**src/rtl/cpu_types_pkg.sv**
```systemverilog
`default_nettype none
// ============================================================================
// Module      : cpu_types_pkg
// Description : Shared CPU-side types. Holds the RAM handshake state seen by
//               the memory arbiter, the machine word type and the arbiter FSM
//               state encoding.
// Revision    : 1.0 - initial release
// ============================================================================
package cpu_types_pkg;

    // Machine word (addresses and data on the RAM port).
    typedef logic [31:0] word_t;

    // State reported by the RAM for the access currently presented to it.
    typedef enum logic [1:0] {
        FREE   = 2'b00,
        BUSY   = 2'b01,
        ACCESS = 2'b10,
        ERROR  = 2'b11
    } ramstate_t;

    // Arbiter FSM: waiting for a request, or owning the RAM for one requester.
    typedef enum logic [0:0] {
        IDLE  = 1'b0,
        GRANT = 1'b1
    } arb_state_t;

endpackage : cpu_types_pkg
`default_nettype wire

```
**src/rtl/ram_request_arbiter_rr_pick.sv**
```systemverilog
`default_nettype none
// ============================================================================
// Module      : rr_pick
// Description : Combinational round-robin picker. Returns the first asserted
//               request found when scanning upward from ptr, wrapping at NREQ.
// Ports       : req   in  NREQ  request vector
//               ptr   in  IDW   index with highest priority this cycle
//               valid out 1     at least one request is asserted
//               idx   out IDW   chosen requester (ptr when valid=0)
// Revision    : 1.0 - initial release
// ============================================================================
module rr_pick #(
    parameter  int NREQ = 4,
    localparam int IDW  = $clog2(NREQ)
) (
    input  logic [NREQ-1:0] req,
    input  logic [IDW-1:0]  ptr,
    output logic            valid,
    output logic [IDW-1:0]  idx
);

    logic [IDW-1:0] cand;

    // Scan offsets from the far end back to zero so that the smallest offset
    // from ptr is the last hit and therefore wins. NREQ is a power of two, so
    // the IDW-bit add wraps modulo NREQ for free.
    always_comb begin
        valid = 1'b0;
        idx   = ptr;
        cand  = '0;
        for (int k = NREQ - 1; k >= 0; k--) begin
            cand = ptr + IDW'(k);
            if (req[cand]) begin
                valid = 1'b1;
                idx   = cand;
            end
        end
    end

endmodule : rr_pick
`default_nettype wire

```
**src/rtl/ram_request_arbiter.sv**
```systemverilog
`default_nettype none
// ============================================================================
// Module      : ram_request_arbiter
// Description : Shares one RAM port between NREQ cache requesters with
//               round-robin fairness and one transaction outstanding.
//               Optional macro RAM_ARB_PERF_EN adds saturating per-requester
//               grant and stall counters.
// Ports       : CLK, nRST              clock, async active-low reset
//               req_ren/req_wen        per-requester read/write request
//               req_addr/req_store     per-requester address / write data
//               req_wait               1 = hold request, 0 = done this cycle
//               req_load               RAM read data for the finishing requester
//               req_err                pulse with done when RAM reported ERROR
//               ramREN/ramWEN/ramaddr/ramstore  registered RAM controls
//               ramload/ramstate       RAM read data and handshake state
//               perf_grants/perf_stall (RAM_ARB_PERF_EN only) counters
// Revision    : 1.0 - initial release
// ============================================================================
module ram_request_arbiter
    import cpu_types_pkg::*;
#(
    parameter int NREQ = 4
) (
    input  logic                  CLK,
    input  logic                  nRST,
    input  logic [NREQ-1:0]       req_ren,
    input  logic [NREQ-1:0]       req_wen,
    input  logic [NREQ-1:0][31:0] req_addr,
    input  logic [NREQ-1:0][31:0] req_store,
    output logic [NREQ-1:0]       req_wait,
    output word_t                 req_load,
    output logic [NREQ-1:0]       req_err,
    output logic                  ramREN,
    output logic                  ramWEN,
    output word_t                 ramaddr,
    output word_t                 ramstore,
    input  word_t                 ramload,
    input  ramstate_t             ramstate
`ifdef RAM_ARB_PERF_EN
    ,
    output logic [NREQ-1:0][15:0] perf_grants,
    output logic [NREQ-1:0][15:0] perf_stall
`endif
);

    localparam int IDW = $clog2(NREQ);

    arb_state_t     state_q,    state_d;
    logic [IDW-1:0] grant_q,    grant_d;
    logic [IDW-1:0] ptr_q,      ptr_d;
    logic           ramREN_q,   ramREN_d;
    logic           ramWEN_q,   ramWEN_d;
    word_t          ramaddr_q,  ramaddr_d;
    word_t          ramstore_q, ramstore_d;

    logic [NREQ-1:0] req_any;
    logic [NREQ-1:0] done_vec;
    logic [NREQ-1:0] err_vec;
    logic            pick_valid;
    logic [IDW-1:0]  pick_idx;

    assign req_any = req_ren | req_wen;

    rr_pick #(
        .NREQ (NREQ)
    ) u_rr_pick (
        .req   (req_any),
        .ptr   (ptr_q),
        .valid (pick_valid),
        .idx   (pick_idx)
    );

    always_comb begin
        state_d    = state_q;
        grant_d    = grant_q;
        ptr_d      = ptr_q;
        ramREN_d   = ramREN_q;
        ramWEN_d   = ramWEN_q;
        ramaddr_d  = ramaddr_q;
        ramstore_d = ramstore_q;
        done_vec   = '0;
        err_vec    = '0;
        case (state_q)
            IDLE: begin
                if (pick_valid) begin
                    // Enables are loaded now so they reach RAM on the first
                    // GRANT cycle. A write wins over a simultaneous read.
                    grant_d    = pick_idx;
                    state_d    = GRANT;
                    ramWEN_d   = req_wen[pick_idx];
                    ramREN_d   = req_ren[pick_idx] & ~req_wen[pick_idx];
                    ramaddr_d  = req_addr[pick_idx];
                    ramstore_d = req_store[pick_idx];
                end else begin
                    ramREN_d = 1'b0;
                    ramWEN_d = 1'b0;
                end
            end
            GRANT: begin
                if (!req_any[grant_q]) begin
                    // Requester withdrew: release the RAM silently.
                    ramREN_d = 1'b0;
                    ramWEN_d = 1'b0;
                    ptr_d    = grant_q + IDW'(1);
                    state_d  = IDLE;
                end else if (ramstate == ACCESS || ramstate == ERROR) begin
                    done_vec[grant_q] = 1'b1;
                    err_vec[grant_q]  = (ramstate == ERROR);
                    ramREN_d = 1'b0;
                    ramWEN_d = 1'b0;
                    ptr_d    = grant_q + IDW'(1);
                    state_d  = IDLE;
                end else begin
                    // RAM outputs track the granted requester every cycle.
                    ramWEN_d   = req_wen[grant_q];
                    ramREN_d   = req_ren[grant_q] & ~req_wen[grant_q];
                    ramaddr_d  = req_addr[grant_q];
                    ramstore_d = req_store[grant_q];
                end
            end
            default: begin
                state_d  = IDLE;
                ramREN_d = 1'b0;
                ramWEN_d = 1'b0;
            end
        endcase
    end

    always_ff @(posedge CLK or negedge nRST) begin
        if (!nRST) begin
            state_q    <= IDLE;
            grant_q    <= '0;
            ptr_q      <= '0;
            ramREN_q   <= 1'b0;
            ramWEN_q   <= 1'b0;
            ramaddr_q  <= '0;
            ramstore_q <= '0;
        end else begin
            state_q    <= state_d;
            grant_q    <= grant_d;
            ptr_q      <= ptr_d;
            ramREN_q   <= ramREN_d;
            ramWEN_q   <= ramWEN_d;
            ramaddr_q  <= ramaddr_d;
            ramstore_q <= ramstore_d;
        end
    end

    // done/err are combinational so the finishing requester sees req_wait=0,
    // its read data and any error in the same cycle RAM reports completion.
    assign req_wait = req_any & ~done_vec;
    assign req_err  = err_vec;
    assign req_load = ramload;
    assign ramREN   = ramREN_q;
    assign ramWEN   = ramWEN_q;
    assign ramaddr  = ramaddr_q;
    assign ramstore = ramstore_q;

`ifdef RAM_ARB_PERF_EN
    logic [NREQ-1:0][15:0] perf_grants_q, perf_grants_d;
    logic [NREQ-1:0][15:0] perf_stall_q,  perf_stall_d;

    always_comb begin
        perf_grants_d = perf_grants_q;
        perf_stall_d  = perf_stall_q;
        for (int i = 0; i < NREQ; i++) begin
            if (done_vec[i] && perf_grants_q[i] != 16'hFFFF) begin
                perf_grants_d[i] = perf_grants_q[i] + 16'd1;
            end
            if (req_wait[i] && perf_stall_q[i] != 16'hFFFF) begin
                perf_stall_d[i] = perf_stall_q[i] + 16'd1;
            end
        end
    end

    always_ff @(posedge CLK or negedge nRST) begin
        if (!nRST) begin
            perf_grants_q <= '0;
            perf_stall_q  <= '0;
        end else begin
            perf_grants_q <= perf_grants_d;
            perf_stall_q  <= perf_stall_d;
        end
    end

    assign perf_grants = perf_grants_q;
    assign perf_stall  = perf_stall_q;
`endif

endmodule : ram_request_arbiter
`default_nettype wire

```
**config.mk**
```make
export PLATFORM = sky130hd
export DESIGN_NAME = ram_request_arbiter
export DESIGN_NICKNAME = d
export VERILOG_FILES = /design/src/rtl/cpu_types_pkg.sv /design/src/rtl/ram_request_arbiter_rr_pick.sv /design/src/rtl/ram_request_arbiter.sv
export SDC_FILE = /design/constraint.sdc
export NUM_CORES = 1
export LEC_CHECK = 0
export ABC_AREA = 1
export BUFFER_PORTS_ARGS = -buffer_cell sky130_fd_sc_hd__buf_2
export CORE_AREA = 2 2 157 159
export CTS_CLUSTER_DIAMETER = 40
export CTS_CLUSTER_SIZE = 16
export DETAILED_ROUTE_END_ITERATION = 8
export DIE_AREA = 0 0 159 161
export PLACE_DENSITY = 0.6
export SLEW_MARGIN = 20
export SYNTH_ARGS = -nofsm -noshare
export SYNTH_HDL_FRONTEND = slang
export SYNTH_SLANG_ARGS = --single-unit
export TNS_END_PERCENT = 20
```
**constraint.sdc**
```tcl
create_clock -name CLK -period 2.63 [get_ports CLK]
set_input_delay 0.1315 -clock CLK [delete_from_list [all_inputs] [get_ports CLK]]
set_output_delay 0.1315 -clock CLK [all_outputs]
set_load 0.01 [all_outputs]
```
==> run summary, run 1 <==
Layout Skew = 0.008978 ns
GRT overflow = 0
setup bufs post-CTS = 0
htree depth = 3
Routability Congestion = 0.8528
clk slew on worst S/H paths = 0.06 ns
Setup Crit Path Kind = register to register
Slowest cell on crit path = dfrtp_2
CTS Buffer Depth = 2
minimum clock period = 2.402 ns
Worst Hold Class = input port to register
Die W = 159 microns
crit path max fanout = 15
CTS root buffer = clkbuf_16
routed length per instance = 18.77 microns
placed insts = 1856
Num CTS Buffers = 9
Area contributors post-synth = nand3_1 (25%), dfrtp_1 (22%), nor2_1 (9.7%)
family with the most delay on the worst path = simple AND/OR/NAND/NOR gates
Crit. End Element = register
Die Y = 161 microns
Core Region = 23960 sq um
Final ANT Viol Nets = 0
Yosys reg bits = 71
residual DRC count = 0
share of layout cells above drive strength 1 = 26.79%
Skew-Pair Late Insertion Delay = 0.34 ns
leading area contributor after synthesis = nand3_1
top-count cell post-synth = nand3_1
initial antenna violation count = 2
Async SR Flop Fraction = 100.0%
largest net degree at the start of global routing = 101
vias per cell = 5.790
max cap viols = 0
Synth top cells by count = nand3_1 (395), nor2_1 (205), o21ai_0 (138), a21oi_1 (134), nand2_1 (109)
vias in the first global route = 10330
Worst Setup Start Kind = register
cells along the critical path = clkinv_4 -> nand2_1 -> nand2_1 -> nand3_1 -> nand2_1 -> nand2_1 -> nand2_2 -> nand2_2 -> nand2_2 -> buf_4 -> nand3_1 -> nand3_1 -> nand3_1 -> a21oi_1
CTS tree = done
I/O pin count = 406
Synth Flop Type = dfrtp_1
post-synthesis instance area = 7916 sq um
post-synthesis sequential area ratio = 22.44%
Mapped Cells = 1325
leakage = 4.601 nW
setup_tns = 0 ns
synthesis-to-finish area growth = 24.86%
Final Setup Violations = 0
syn nets = 1629
CP max stage delay = 0.50 ns
Total GRT Usage = 26.51%
initial drt markers = 1292
die area = 25600 sq um
Starting Density = 33.04%
Worst-Margin Slew = 1.050 ns
first-pass GRT wire length = 54.99 mm
DR vias = 10860
clock sink count = 71
CP arrival = 2.66 ns
Mean Syn Cell Area = 5.975 sq um
Post-DP Area = 9562 sq um
Buf+Inv Stages, Crit Path = 2
final hold vios = 0
Synth top area share = 24.97%
number of synthesized flops with an enable pin = 0
Max IR drop VDD = 1.137 mV
Post-Layout Cell Count = 1875
status = completed
Critical Path RT = 2.89 ns
detailed placement HPWL = 23.03 mm
total wire length = 35.20 mm
Initial DRT Pass Iterations = 6
PortBufs = 341
Final nets = 1848
Syn. warnings = 0
Slew headroom = 29.97%
Max Freq = 0.4163 GHz
RSZ-0062 raised after global routing = false
row count = 57
fin area = 9884 sq um
pwr dens = 1546 nW/um^2
Final Cycle Share = 91.33%
Final Max Slew Viols = 0
number of unique standard cell types used by synthesis = 25
metal layers:
metal	vias to the layer above	global-route usage [%]	routed length (microns)
met4	0	12.48	954
met5	-	0	0
li1	5059	-	-
met2	712	44.76	16850
met1	5006	32.62	13560
met3	80	5.265	3841
cell usage in the layout, fill, tap and decap left out:
master | synthesis | final
a21oi_1 | 134 | 133
a21oi_4 | 0 | 1
a31oi_4 | 1 | 1
and2_4 | 1 | 1
buf_12 | 0 | 15
buf_2 | 41 | 340
buf_4 | 61 | 19
bufinv_16 | 0 | 2
clkbuf_1 | 57 | 3
clkbuf_16 | 0 | 9
clkinv_2 | 0 | 2
clkinv_4 | 1 | 1
dfrtp_1 | 71 | 67
dfrtp_2 | 0 | 3
dfrtp_4 | 0 | 1
diode_2 | 0 | 2
dlygate4sd3_1 | 0 | 1
ha_1 | 4 | 4
inv_1 | 16 | 13
inv_2 | 3 | 6
inv_4 | 0 | 1
nand2_1 | 109 | 107
nand2_2 | 6 | 7
nand2_4 | 0 | 1
nand3_1 | 395 | 394
nand3_2 | 1 | 1
nand3_4 | 0 | 1
nand4_1 | 1 | 1
nor2_1 | 205 | 205
nor2_2 | 2 | 1
nor2_4 | 1 | 2
o211ai_1 | 3 | 3
o21ai_0 | 138 | 138
o22ai_1 | 65 | 65
power by group:
part	switching, mW	internal, mW
sequential	0.478	1.72
combinational	7.65	4.09
clock	0.516	0.831
total	8.64	6.64
cell type report:
type | instances | area (sq um)
diodes | 2 | 5.005
repair buffers | 375 | 2155
well taps | 324 | 405.4
fillers | 2579 | 14080
inverters | 21 | 86.33
multi-input cells | 1066 | 5142
flip-flops and latches | 71 | 1784
clock inverters | 4 | 70.07
clock buffers | 12 | 236.5
worst register-to-register path, cell delays in order, from the launching register on:
cell and delay, ns:
dfrtp_2 0.50, clkinv_4 0.12, nand2_1 0.05, nand2_1 0.10
nand3_1 0.08, nand2_1 0.11, nand2_1 0.08, nand2_2 0.11
nand2_2 0.09, nand2_2 0.33, buf_4 0.31, nand3_1 0.10
nand3_1 0.08, nand3_1 0.08, a21oi_1 0.18
through the flow:
stage | total power, mW | hold WS [ns] | setup WS [ns] | utilization [%]
floorplan | 10.46 | -0.1641 | 0.8394 | -
global placement | 13.70 | 0.2631 | 0.2195 | 39.90
detailed placement | 13.85 | 0.2631 | 0.1039 | 39.90
CTS | 15.23 | 0.1418 | 0.1107 | 41.22
global route | 16.66 | 0.1733 | 0.004739 | 41.25
finish | 15.28 | 0.1603 | 0.2280 | 41.25
kinds of logic after synthesis:
kind of cell,count (synthesis),share of synthesized area (%)
AO/OA/AOI/OAI,341,22.89
flip-flops,71,22.44
buffers and inverters,188,13.09
adder cells (fa/ha/maj),4,0.6322
AND/OR/NAND/NOR,721,40.95
sequential cells by signal, summed over array words and instances, names as in the netlist:
name	count
state_q	1
ptr_q	2
ramstore	32
ramREN	1
grant_q	2
ramWEN	1
ramaddr	32
worst paths after layout:
check,end,depth (start not counted),from,slack (ns)
worst min register to register,ramstore[27],2,ramstore[27],0.53
worst min-delay path,ramstore[6],5,req_store[102],0.16
max in group asynchronous,ramaddr[19],3,nRST,1.53
min in group asynchronous,ramREN,2,nRST,0.42
worst max register to register,ramstore[22],14,ptr_q[0],0.23
worst max-delay path,ramstore[22],14,ptr_q[0],0.23
what timing repair did:
action / 4_1_cts / 5_1_grt
setup endpoints to repair: 0 / 54
gates resized for setup: 0 / 1
hold endpoints to repair: 50 / 0
hold buffers: 1 / 0
Note: power is estimated with default switching activity, not from simulation.
==> inputs of run 2 (changes only) <==
--- a/config.mk
+++ b/config.mk
@@ -5,14 +5,13 @@
 export SDC_FILE = /design/constraint.sdc
 export NUM_CORES = 1
 export LEC_CHECK = 0
-export ABC_AREA = 1
 export BUFFER_PORTS_ARGS = -buffer_cell sky130_fd_sc_hd__buf_2
 export CORE_AREA = 2 2 157 159
 export CTS_CLUSTER_DIAMETER = 40
 export CTS_CLUSTER_SIZE = 16
 export DETAILED_ROUTE_END_ITERATION = 8
 export DIE_AREA = 0 0 159 161
-export PLACE_DENSITY = 0.6
+export PLACE_DENSITY = 0.56
 export SLEW_MARGIN = 20
 export SYNTH_ARGS = -nofsm -noshare
 export SYNTH_HDL_FRONTEND = slang
==> run 2 against run 1 <==
Net effect: hold slack better by 0.065 ns; largest cell class unchanged; wire length is 34% lower; clock power hardly changed; critical endpoint is now ramstore[7]; sequential power is 6% lower; sequential share of layout area is 1.3 points higher; utilization is 2.8 points lower; clock-buffer cell count is 1 lower; setup slack better by 0.16 ns; cell count is 32% lower; via count is 39% lower; synthesized cell count is 49% lower.
==> run summary, run 2 <==
synthesis-to-finish area growth = 30.93%
Hold Crit Start = req_addr[30]
largest family of logic cells by synthesized area = multiplexers
pwr dens = 1148 nW/um^2 (-26%)
DR vias = 6669 (-39%)
Layout Skew = 0.008733 ns (-0.0002447 ns)
cells along the critical path = o21ai_0 -> a22o_1 -> a222oi_1 -> buf_4 -> nor2b_4 -> buf_4 -> a22oi_1 -> a31oi_1
xor/xnor cell area share of the yosys netlist = 0% (unchanged)
RSZ-0062 raised after global routing = false
crit path max fanout = 30 (+15)
Post-Layout Cell Count = 1281 (-32%)
Routability Congestion = 0.8331 (-2.3%)
Synth top area share = 25.26% (+0.29 points)
leading area contributor after synthesis = dfrtp_1
Area contributors post-synth = dfrtp_1 (25%), mux4_2 (22%), mux2_2 (20%)
r2r worst-path depth = 8 (-6)
number of synthesized flops with an enable pin = 0 (unchanged)
Skew-Pair Late Insertion Delay = 0.34 ns (about the same)
worst hold endpoint = ramaddr[30]
clk slew on worst S/H paths = 0.06 ns (about the same)
vias per cell = 5.206 (-10%)
Yosys reg bits = 71 (unchanged)
total wire length = 23.09 mm (-34%)
Slowest cell on crit path = dfrtp_1
adder-cell share of the synthesized area = 0.7115% (+0.079 points)
Final Max Slew Viols = 0 (unchanged)
CP max stage delay = 0.47 ns (-0.03 ns)
Crit. End Element = register
top-count cell post-synth = mux2_2
simple logic cell fraction of the synthesized area = 8.769% (-32 points)
Worst Setup Start Kind = register
Core Region = 23960 sq um (unchanged)
Die Y = 161 microns (unchanged)
CTS tree = done
placed insts = 1262 (-32%)
I/O pin count = 406 (unchanged)
FF-to-FF setup slack = 0.39 ns (+0.16 ns)
post-synthesis instance area = 7034 sq um (-11%)
Final Cycle Share = 85.32% (-6.0 points)
share of layout cells above drive strength 1 = 60.63% (+34 points)
family with the most delay on the worst path = compound AO/OA/AOI/OAI gates
number of unique standard cell types used by synthesis = 30 (+20%)
htree depth = 3 (unchanged)
Max IR drop VDD = 0.8874 mV (-22%)
initial drt markers = 331 (-74%)
Final Setup Violations = 0 (unchanged)
routed length per instance = 18.03 microns (-4.0%)
Critical Path RT = 2.88 ns (about the same)
Buf+Inv Stages, Crit Path = 2 (unchanged)
final hold vios = 0 (unchanged)
Crit path top cell by count = buf_4
residual DRC count = 0 (unchanged)
die area = 25600 sq um (unchanged)
post-synthesis mux area share = 42.42% (+42 points)
clock sink count = 71 (unchanged)
post-synthesis sequential area ratio = 25.26% (+2.8 points)
detailed placement HPWL = 17.10 mm (-26%)
Hold WS = 0.2258 ns (+0.06549 ns)
initial antenna violation count = 2 (unchanged)
Initial DRT Pass Iterations = 4 (-2)
Max Freq = 0.4457 GHz (+7.0%)
Total GRT Usage = 17.75% (-8.8 points)
Num CTS Buffers = 9 (unchanged)
Mean Syn Cell Area = 10.42 sq um (+74%)
Final ANT Viol Nets = 0 (unchanged)
fraction of the mapped netlist area in compound gates = 14.21% (-8.7 points)
Slew headroom = 43.79% (+14 points)
GRT overflow = 0 (unchanged)
Final nets = 1254 (-32%)
PortBufs = 341 (unchanged)
commonest non-fill, non-tap cells in the layout = buf_2 (340), mux2_2 (125), nand2_1 (73)
Synth Flop Type = dfrtp_1
Worst R2R Start = ptr_q[1]
leading cell type in the layout, fill and taps excluded = buf_2
CP arrival = 2.49 ns (-0.17 ns)
path length in cells of the critical path = 8 (-6)
Die W = 159 microns (unchanged)
CTS root buffer = clkbuf_16
Synth top cells by count = mux2_2 (125), nand2_1 (73), dfrtp_1 (71), nor2_1 (71), mux4_2 (68)
largest net degree at the start of global routing = 71 (-30%)
row count = 57 (unchanged)
CTS Buffer Depth = 2 (unchanged)
Async SR Flop Fraction = 100.0% (unchanged)
setup_tns = 0 ns (unchanged)
syn nets = 979 (-40%)
vias in the first global route = 6792 (-34%)
Mapped Cells = 675 (-49%)
Worst-Margin Slew = 0.8412 ns (-0.2093 ns)
Crit Reg-Reg Endpoint = ramstore[7]
first-pass GRT wire length = 36.51 mm (-34%)
Starting Density = 29.35% (-3.7 points)
max cap viols = 0 (unchanged)
minimum clock period = 2.244 ns (-0.1581 ns)
Syn. warnings = 0 (unchanged)
status = completed
Hold Crit Depth = 4 (-1)
Worst Hold Class = input port to register
leakage = 3.936 nW (-14%)
Setup Crit Path Kind = register to register
run 2: changes by cell type after synthesis, sizes merged, moves of 65 or more:
cell / change
mux2: +129
o21ai: -132
nor2: -137
mux4: +68
nand3: -396
a21oi: -130
a31oi: +65
run 2: cells by family (layout without fill, tap and decap cells):
| logic type | Yosys count | in the layout |
|---|---|---|
| adders and majority gates | 4 | 4 |
| DFF | 71 | 71 |
| other | 0 | 2 |
| and+or+nand+nor | 155 | 155 |
| muxes | 197 | 197 |
| buffers and inverters | 101 | 381 |
| AOI/OAI and AO/OA | 147 | 147 |
run 2: worst min-delay path: cells and delay by family:
family	cells	cell delay [ns]
buffers and inverters	1	0.09
and+or+nand+nor	1	0.05
muxes	1	0.11
AOI/OAI and AO/OA	1	0.14
run 2: area by class of cell:
type	count	area (sq um)
antenna	2	5.005
inverter	4	15.01
clock buffer	11	252.7
multi-input combinational	503	4692
timing repair buffer	361	1974
clock inverter	5	80.08
tap	324	405.4
fill	2470	14750
sequential	71	1785
run 2: power by group:
group	internal, mW	leakage (nW)	switching (mW)	total (mW)
registers	1.71	0.812	0.354	2.07
logic	3.49	2.97	3.64	7.13
clock network	0.881	0.158	0.495	1.38
run 2: what timing repair did:
item / CTS / global route
endpoints found under the setup margin: 0 / 0
hold endpoints to repair: 48 / 0
hold buffers: 1 / 0
buffers inserted: 0 / 0
resized for setup: 0 / 0
run 2: worst max path at each step:
stage	slack [ns]	from	to
2_1_floorplan	0.63	grant_q[1]	ramaddr[10]
3_3_place_gp	0.29	req_ren[0]	ramstore[27]
3_5_place_dp	0.21	req_ren[0]	ramstore[28]
4_1_cts	0.36	ptr_q[1]	ramstore[1]
5_1_grt	0.16	ptr_q[1]	ramaddr[22]
6_report	0.39	ptr_q[1]	ramstore[7]
run 2: metal layers:
metal  wire [microns]  track usage (%)
met3             1460            3.826
met5                0                0
met1             9660            21.73
met2            11510            30.97
met4              463            6.240
run 2: through the flow:
stage               total power, mW  util, %  area [sq um]  setup slack [ns]
floorplan                     7.333        -          7034            0.6345
global placement              9.216    36.98          8862            0.2865
detailed placement            9.297    36.98          8862            0.2108
CTS                           10.73    38.41          9205            0.3587
global route                  11.48    38.42          9208            0.1591
finish                        10.57    38.43          9210            0.3861
==> inputs of run 3 (changes only) <==
--- a/config.mk
+++ b/config.mk
@@ -6,12 +6,12 @@
 export NUM_CORES = 1
 export LEC_CHECK = 0
 export BUFFER_PORTS_ARGS = -buffer_cell sky130_fd_sc_hd__buf_2
-export CORE_AREA = 2 2 157 159
+export CORE_AREA = 2 2 160 162
 export CTS_CLUSTER_DIAMETER = 40
 export CTS_CLUSTER_SIZE = 16
 export DETAILED_ROUTE_END_ITERATION = 8
-export DIE_AREA = 0 0 159 161
-export PLACE_DENSITY = 0.56
+export DIE_AREA = 0 0 162 164
+export PLACE_DENSITY = 0.54
 export SLEW_MARGIN = 20
 export SYNTH_ARGS = -nofsm -noshare
 export SYNTH_HDL_FRONTEND = slang
==> run 3 against run 2 <==
Net effect: clock skew shrank 0.0029 ns; via count shrank 0.78%; critical path depth shrank 2; sequential power grew 3%; maximum frequency shrank 6.6%; global-route usage shrank 0.47 points; combinational power is essentially flat; clock-buffer cell count is the same; sequential share of layout area is the same.
==> run summary, run 3 (same netlist as run 2, synthesis figures left out) <==
I/O pin count = 406 (unchanged)
ANT cells = 0 (-2)
met2 Usage GRT = 28.09% (-2.9 points)
initial antenna violation count = 0 (-2)
post_cts resized = 0 (unchanged)
Final ANT Viol Nets = 0 (unchanged)
Multi-input gate area = 4692 sq um (unchanged)
DR vias = 6617 (-0.78%)
Crit. End Element = primary output
synthesis-to-finish area growth = 30.93% (unchanged)
row count = 58 (+1.8%)
leading cell type in the layout, fill and taps excluded = buf_2
Final Cycle Share = 91.37% (+6.1 points)
Post-Layout Cell Count = 1289 (+0.62%)
htree depth = 3 (unchanged)
Max Freq = 0.4161 GHz (-6.6%)
first-pass GRT wire length = 36.34 mm (-0.45%)
Layout Skew = 0.005875 ns (-0.002858 ns)
pwr dens = 1143 nW/um^2 (-0.39%)
Worst Setup Start Kind = register
placed insts = 1272 (+0.79%)
GRT overflow = 0 (unchanged)
total wire length = 23.45 mm (+1.6%)
final hold vios = 0 (unchanged)
utilization after layout = 37.11% (-1.3 points)
PortBufs = 341 (unchanged)
setup bufs post-CTS = 0 (unchanged)
Hold WS = 0.1924 ns (-0.03331 ns)
Worst R2R Start = ptr_q[1]
Hold Crit Start = ramstate[1]
largest net degree at the start of global routing = 71 (unchanged)
Num CTS Buffers = 9 (unchanged)
Final nets = 1258 (+0.32%)
Initial DRT Pass Iterations = 4 (unchanged)
Worst Hold Class = input port to register
minimum clock period = 2.403 ns (+0.1593 ns)
leakage = 3.936 nW (about the same)
Place WS = 0.1864 ns (-0.02435 ns)
clock sink count = 71 (unchanged)
commonest non-fill, non-tap cells in the layout = buf_2 (340), mux2_2 (125), nand2_1 (73)
detailed placement HPWL = 17.81 mm (+4.1%)
Slew headroom = 37.52% (-6.3 points)
Setup Crit Path Kind = register to primary output
routed length per instance = 18.20 microns (+0.94%)
die area = 26570 sq um (+3.8%)
CP arrival = 2.27 ns (-0.22 ns)
initial drt markers = 389 (+18%)
register area = 1785 sq um (unchanged)
status = completed
crit path max fanout = 17 (-43%)
vias per cell = 5.133 (-1.4%)
CTS root buffer = clkbuf_16
setup_tns = 0 ns (unchanged)
Seq pwr share = 20.2% (+0.6 points)
residual DRC count = 0 (unchanged)
fillers = 2591 (+4.9%)
Max IR drop VDD = 0.5789 mV (-35%)
global route hottest layer = met2
Core Region = 24820 sq um (+3.6%)
clock share of power = 11.9% (-1.1 points)
clk slew on worst S/H paths = 0.06 ns (about the same)
Die Y = 164 microns (+1.9%)
Worst-Margin Slew = 0.9350 ns (+0.09382 ns)
RSZ-0062 raised after global routing = false
Skew-Pair Late Insertion Delay = 0.34 ns (about the same)
switching fraction of total power = 43.06% (+0.61 points)
max cap viols = 0 (unchanged)
Total GRT Usage = 17.28% (-0.47 points)
Critical Path RT = 2.50 ns (-0.38 ns)
Starting Density = 28.34% (-1.0 points)
M1 GR Usage = 22.33% (+0.60 points)
Int Pwr = 5.996 mW (-1.4%)
post-route setup slack = 0.2269 ns (-0.1593 ns)
CP startpoint = grant_q[1]
hold bufs inserted after CTS = 1 (unchanged)
vias in the first global route = 6708 (-1.2%)
Routability Congestion = 0.8177 (-1.8%)
switching pwr = 4.535 mW (+1.0%)
Final Setup Violations = 0 (unchanged)
met3 Track Usage GR = 3.763% (-0.064 points)
Final Max Slew Viols = 0 (unchanged)
CTS tree = done
Comb power frac = 67.8% (+0.4 points)
share of layout cells above drive strength 1 = 60.69% (about the same)
CTS Buffer Depth = 2 (unchanged)
Die W = 162 microns (+1.9%)
run 3: final cells by class:
class / instances / share of cell area [%]
inverters: 4 / 0.1630
clock buffers: 11 / 2.636
clock inverters: 5 / 0.6249
flip-flops and latches: 71 / 19.39
repair buffers: 365 / 21.76
multi-input cells: 503 / 50.94
well taps: 330 / 4.483
run 3: path summary, 6_finish.rpt:
check	endpoint	slack [ns]	depth (start not counted)
setup / recovery	req_err[3]	0.23	6
hold / removal	ramREN	0.19	4
setup reg to reg	ramaddr[5]	0.36	8
hold reg to reg	ramaddr[2]	0.54	2
max in group asynchronous	ramstore[15]	1.55	3
min in group asynchronous	ramstore[3]	0.43	2
run 3: layer usage:
metal	wire [microns]	part of all wire (%)
met5	0	0
met3	1712	7.3
met4	679	2.9
met1	9989	43
met2	11070	47
run 3: metrics by stage:
stage	area, sq um	power, mW
after floorplan	7034	7.333
after global placement	8900	9.303
after detailed placement	8900	9.359
after CTS	9210	10.67
after global routing	9210	11.42
final	9210	10.53
run 3: critical path, cell delays in order, from the launching register on:
cell	delay, ns
dfrtp_4	0.64
inv_1	0.18
mux4_2	0.27
nand2_1	0.12
nor2_1	0.38
and3_1	0.22
buf_2	0.13
run 3: power groups by stage:
stage	Combinational, mW	Sequential [mW]	Clock, mW
after global placement	7.16	2.15	0
after global routing	7.83	2.22	1.37
after detailed placement	7.20	2.16	0
after floorplan	5.08	2.25	0
after CTS	7.22	2.15	1.31
final	7.14	2.13	1.26
